--- src/rtl/lc4_issue_window.sv ---
// Four-slot instruction window: in-order allocate and retire, out-of-order issue.
// Slot state feeds the issue-select logic directly from registers.
module lc4_issue_window (
    input  logic        clk,
    input  logic        rst,
    input  logic        dp_valid,
    input  logic [15:0] dp_insn,
    input  logic [3:0]  dp_pr1,
    input  logic [3:0]  dp_pr2,
    input  logic [3:0]  dp_prd,
    output logic        dp_ready,
    input  logic        is_valid,
    input  logic [1:0]  is_index,
    input  logic        cm_valid,
    input  logic [1:0]  cm_index,
    input  logic        flush,
    output logic [15:0] iq0_insn,
    output logic [15:0] iq1_insn,
    output logic [15:0] iq2_insn,
    output logic [15:0] iq3_insn,
    output logic [3:0]  iq0_pr1,
    output logic [3:0]  iq1_pr1,
    output logic [3:0]  iq2_pr1,
    output logic [3:0]  iq3_pr1,
    output logic [3:0]  iq0_pr2,
    output logic [3:0]  iq1_pr2,
    output logic [3:0]  iq2_pr2,
    output logic [3:0]  iq3_pr2,
    output logic [3:0]  iq0_prd,
    output logic [3:0]  iq1_prd,
    output logic [3:0]  iq2_prd,
    output logic [3:0]  iq3_prd,
    output logic [3:0]  iq_valid,
    output logic [3:0]  iq_issue,
    output logic [3:0]  iq_commit,
    output logic [1:0]  iq_rd,
    output logic [1:0]  iq_wr,
    output logic [2:0]  iq_count,
    output logic        rt_valid,
    output logic [15:0] rt_insn,
    output logic [3:0]  rt_prd
);

    logic [15:0] insn_q [4];
    logic [3:0]  pr1_q  [4];
    logic [3:0]  pr2_q  [4];
    logic [3:0]  prd_q  [4];
    logic [3:0]  valid_q, issue_q, commit_q;
    logic [3:0]  valid_d, issue_d, commit_d;
    logic [1:0]  rd_q, wr_q;
    logic [2:0]  count_q, count_d;
    logic        dispatch, do_issue, do_commit;

    assign dp_ready = count_q != 3'd4;
    assign rt_valid = valid_q[rd_q] & commit_q[rd_q];
    assign rt_insn  = insn_q[rd_q];
    assign rt_prd   = prd_q[rd_q];

    assign dispatch  = dp_valid & dp_ready;
    // Complete sees start-of-cycle issue bits, so same-cycle issue+complete drops the complete
    assign do_issue  = is_valid & valid_q[is_index] & ~issue_q[is_index];
    assign do_commit = cm_valid & valid_q[cm_index] & issue_q[cm_index];

    always_comb begin
        valid_d  = valid_q;
        issue_d  = issue_q;
        commit_d = commit_q;
        count_d  = count_q;
        if (do_issue)
            issue_d[is_index] = 1'b1;
        if (do_commit)
            commit_d[cm_index] = 1'b1;
        if (rt_valid) begin
            valid_d[rd_q]  = 1'b0;
            issue_d[rd_q]  = 1'b0;
            commit_d[rd_q] = 1'b0;
        end
        if (dispatch) begin
            valid_d[wr_q]  = 1'b1;
            issue_d[wr_q]  = 1'b0;
            commit_d[wr_q] = 1'b0;
        end
        if (dispatch && !rt_valid)
            count_d = count_q + 3'd1;
        else if (!dispatch && rt_valid)
            count_d = count_q - 3'd1;
    end

    always_ff @(posedge clk or posedge rst) begin
        if (rst) begin
            for (int i = 0; i < 4; i++) begin
                insn_q[i] <= '0;
                pr1_q[i]  <= '0;
                pr2_q[i]  <= '0;
                prd_q[i]  <= '0;
            end
            valid_q  <= '0;
            issue_q  <= '0;
            commit_q <= '0;
            rd_q     <= '0;
            wr_q     <= '0;
            count_q  <= '0;
        end else if (flush) begin
            valid_q  <= '0;
            issue_q  <= '0;
            commit_q <= '0;
            rd_q     <= '0;
            wr_q     <= '0;
            count_q  <= '0;
        end else begin
            valid_q  <= valid_d;
            issue_q  <= issue_d;
            commit_q <= commit_d;
            count_q  <= count_d;
            if (dispatch) begin
                insn_q[wr_q] <= dp_insn;
                pr1_q[wr_q]  <= dp_pr1;
                pr2_q[wr_q]  <= dp_pr2;
                prd_q[wr_q]  <= dp_prd;
                wr_q         <= wr_q + 2'd1;
            end
            if (rt_valid)
                rd_q <= rd_q + 2'd1;
        end
    end

    assign iq0_insn  = insn_q[0];
    assign iq1_insn  = insn_q[1];
    assign iq2_insn  = insn_q[2];
    assign iq3_insn  = insn_q[3];
    assign iq0_pr1   = pr1_q[0];
    assign iq1_pr1   = pr1_q[1];
    assign iq2_pr1   = pr1_q[2];
    assign iq3_pr1   = pr1_q[3];
    assign iq0_pr2   = pr2_q[0];
    assign iq1_pr2   = pr2_q[1];
    assign iq2_pr2   = pr2_q[2];
    assign iq3_pr2   = pr2_q[3];
    assign iq0_prd   = prd_q[0];
    assign iq1_prd   = prd_q[1];
    assign iq2_prd   = prd_q[2];
    assign iq3_prd   = prd_q[3];
    assign iq_valid  = valid_q;
    assign iq_issue  = issue_q;
    assign iq_commit = commit_q;
    assign iq_rd     = rd_q;
    assign iq_wr     = wr_q;
    assign iq_count  = count_q;

endmodule

--- config.mk ---
export PLATFORM = sky130hd
export DESIGN_NAME = lc4_issue_window
export DESIGN_NICKNAME = d
export VERILOG_FILES = /design/src/rtl/lc4_issue_window.sv
export SDC_FILE = /design/constraint.sdc
export NUM_CORES = 1
export LEC_CHECK = 0
export ABC_AREA = 1
export CAP_MARGIN = 20
export CORE_UTILIZATION = 42
export DETAILED_ROUTE_END_ITERATION = 6
export PLACE_DENSITY = 0.81
export SLEW_MARGIN = 20
export SYNTH_ARGS = -nofsm -noshare
export SYNTH_HDL_FRONTEND = slang
export SYNTH_SLANG_ARGS = --single-unit
--- constraint.sdc ---
create_clock -name clk -period 4.55 [get_ports clk]
set_input_delay 0.91 -clock clk [delete_from_list [all_inputs] [get_ports clk]]
set_output_delay 0.91 -clock clk [all_outputs]
set_load 0.05 [all_outputs]
==> summary.md <==
| Metric | Value |
|---|---|
| Synth warn | `0` |
| Core Region | `13800 um2` |
| Final min period | `3.69 ns` |
| Routed vias | `5378` |
| Power per cell area | `802 nW/um2` |
| Fin. max-slew vios | `0` |
| Detailed Route WL | `16.4 mm` |
| Initial Util | `43.0%` |
| RSZ-0062 raised after global routing | `false` |
| Num CTS Buffers | `17` |
| Top cells by count, synth | `nand2_1, dfrtp_1, o21ai_0` |
| H-Tree Depth | `4` |
| First-pass detailed-route iteration total | `4` |
| CP Launch Type | `flip-flop` |
| Family with the most delay on the worst path | `buffers and inverters` |
| Post-CTS Resized | `0` |
| Post-synthesis async set-or-reset flop share | `100%` |
| Die area | `14600 um2` |
| Synth area leaders | `dfrtp_1, nand2_1, o21ai_0` |
| # setup viols final | `0` |
| Post-DRT Antenna Nets | `0` |
| Cells after synthesis | `683` |
| Post-route setup TNS | `0 ns` |
| Worst-margin pin slew | `0.826 ns` |
| Sequential cell area fraction in the yosys report | `55.2%` |
| Area of the multi-input gates | `2170 um2` |
| WP buf/inv | `3` |
| Worst Setup Slack, final | `0.858 ns` |
| Clk_lat worst skew | `0.41 ns` |
| Post-synth EDFFs | `0` |
| CTS Sinks | `131` |
| Data arrival time of the critical path | `2.78 ns` |
| Main flop type after synthesis | `dfrtp_1` |
| Crit-path max cell delay | `0.82 ns` |
| Worst-path clk slew | `0.05 ns` |
| Clock root buffer | `clkbuf_16` |
| Worst vdd ir | `0.511 mV` |
| Netlist cell types | `23` |
| Die extent in x | `121 um` |
| Setup Crit Path Kind | `flip-flop to primary output` |
| Layout cells sized above 1 | `5.90%` |
| Slowest cell on crit path | `clkdlybuf4s50_1` |
| Mapped Nets | `730` |
| Pre-CTS setup slack | `1.31 ns` |
| TritonCTS clock tree | `done` |
| WL/cell | `15.7 um` |
| Row count | `43` |
| Setup bufs post-CTS | `0` |
| Mapped Area | `5940 um2` |
| Most instantiated library cell after synthesis | `nand2_1` |
| Vias in the first global route | `5210` |
| GRT Util Overall | `23.4%` |
| Residual DRC | `0` |
| Worst Setup End Kind | `primary output` |
| Synth Register Bits | `131` |
| Syn avg cell area | `8.70 um2` |
| Area growth syn-to-layout | `41.9%` |
| First-pass GRT wire length | `26.4 mm` |
| Hpwl dp | `10.6 mm` |
| Period utilisation layout | `81.1%` |
| Initial antenna violation count | `0` |
| Routability cong. | `0.871` |
| Initial drt markers | `408` |
| Vias/cell | `5.15` |
| Fillers | `1164` |
| Slew margin rel. | `44.9%` |
| Final clock skew | `0.00571 ns` |
| Worst Path Required | `3.64 ns` |
| Largest net degree at the start of global routing | `69` |
| Fmax | `271 MHz` |
| PortBufs | `190` |
| CP max FO | `46` |
| Die Height | `121 um` |
| Status | `finished clean` |
| # diodes | `0` |
| Final net count | `903` |
| CTS Buffer Depth | `2` |
| HP Class | `flip-flop to flip-flop` |
| Final hold violation count | `0` |
| CTS Hold Bufs | `0` |
| Static Leak | `3.92 nW` |
| Grt total ovfl | `0` |
| Register Area | `3280 um2` |
| Crit-path cells | `inv_2 > nand3_1 > nand3_1 > nand2_1 > inv_2 > clkdlybuf4s50_1` |
| # IOs | `191` |
| Synth area leader | `dfrtp_1` |
| Max Cap Viol | `0` |
| Yosys top cell area share | `55.2%` |
final timing paths:
path / to / slack, ns / depth (start not counted) / startpoint
max: rt_valid / 0.86 / 6 / iq_rd[0]
min: iq3_pr1[3] / 0.49 / 2 / iq3_pr1[3]
max reg2reg: iq_count[2] / 1.94 / 12 / iq_rd[0]
min reg2reg: iq3_pr1[3] / 0.49 / 2 / iq3_pr1[3]
max in group asynchronous: iq2_pr1[1] / 2.83 / 3 / rst
min in group asynchronous: iq3_pr2[1] / 0.95 / 2 / rst
sequential cells by signal, indices dropped and copies added, names as in the netlist, 4 cells and up:
| signal | flops |
|---|---|
| iq0_insn | 16 |
| iq1_insn | 16 |
| iq2_insn | 16 |
| iq3_insn | 16 |
| iq0_pr1 | 4 |
| iq0_pr2 | 4 |
| iq0_prd | 4 |
| iq1_pr1 | 4 |
| iq1_pr2 | 4 |
| iq1_prd | 4 |
| iq2_pr1 | 4 |
| iq2_pr2 | 4 |
| iq2_prd | 4 |
| iq3_pr1 | 4 |
| iq3_pr2 | 4 |
| iq3_prd | 4 |
| iq_commit | 4 |
| iq_issue | 4 |
| iq_valid | 4 |
cell type report:
type	count	share of cell area, %
Clock buffer	23	5.79
Inverter	66	3.00
Clock inverter	5	0.920
Sequential cell	131	38.9
Tap cell	180	2.67
Multi-Input combinational cell	447	25.7
Timing Repair Buffer	193	23.0
cells in the final DEF (no fill, tap or decap), drive strengths merged:
cell,count
a21oi,9
buf,3
bufinv,2
clkbuf,23
clkdlybuf4s50,190
clkinv,2
clkinvlp,1
dfrtp,131
fa,1
ha,8
inv,66
nand2,164
nand3,31
nor2,50
o21ai,163
o22ai,20
xnor2,1
kinds of logic (layout without fill, tap and decap cells):
| family | Yosys count | count (layout) | share of synthesized area, % |
|---|---|---|---|
| AND/OR/NAND/NOR | 245 | 245 | 16.8 |
| AO/OA/AOI/OAI | 192 | 192 | 17.2 |
| flip-flops | 131 | 131 | 55.2 |
| buffers and inverters | 105 | 287 | 8.62 |
| adder cells (fa/ha/maj) | 9 | 9 | 2.02 |
| XOR/XNOR | 1 | 1 | 0.147 |
metal layers:
| layer | up-vias | global-route usage [%] | share of wire (%) |
|---|---|---|---|
| met5 | - | 0 | 0 |
| met1 | 2566 | 29.7 | 43 |
| met3 | 27 | 6.58 | 7.5 |
| li1 | 2569 | - | - |
| met4 | 0 | 9.03 | 1.9 |
| met2 | 216 | 37.8 | 48 |
stage by stage:
stage | total power, W | hold slack, ns | std cells | utilization (%) | instance area (um2)
2_1_floorplan | 0.00420 | 0.757 | 683 | - | 5940
3_3_place_gp | 0.00541 | 0.465 | 1017 | 56.7 | 7840
3_5_place_dp | 0.00545 | 0.477 | 1017 | 56.8 | 7850
4_1_cts | 0.00679 | 0.491 | 1045 | 60.9 | 8410
5_1_grt | 0.00706 | 0.515 | 1045 | 61.0 | 8430
6_report | 0.00676 | 0.486 | 1045 | 61.0 | 8430
power by group:
part | total (W) | internal, W | switching (W)
Sequential | 0.00194 | 0.00159 | 0.000351
Combinational | 0.00351 | 0.00111 | 0.00240
Clock | 0.00132 | 0.000850 | 0.000469
worst min-delay path, delay by kind of cell (launching register included):
kind	cells	cell delay [ns]
compound gates	1	0.06
flops	1	0.34
simple gates	1	0.05
(Power assumes the default switching activity.)
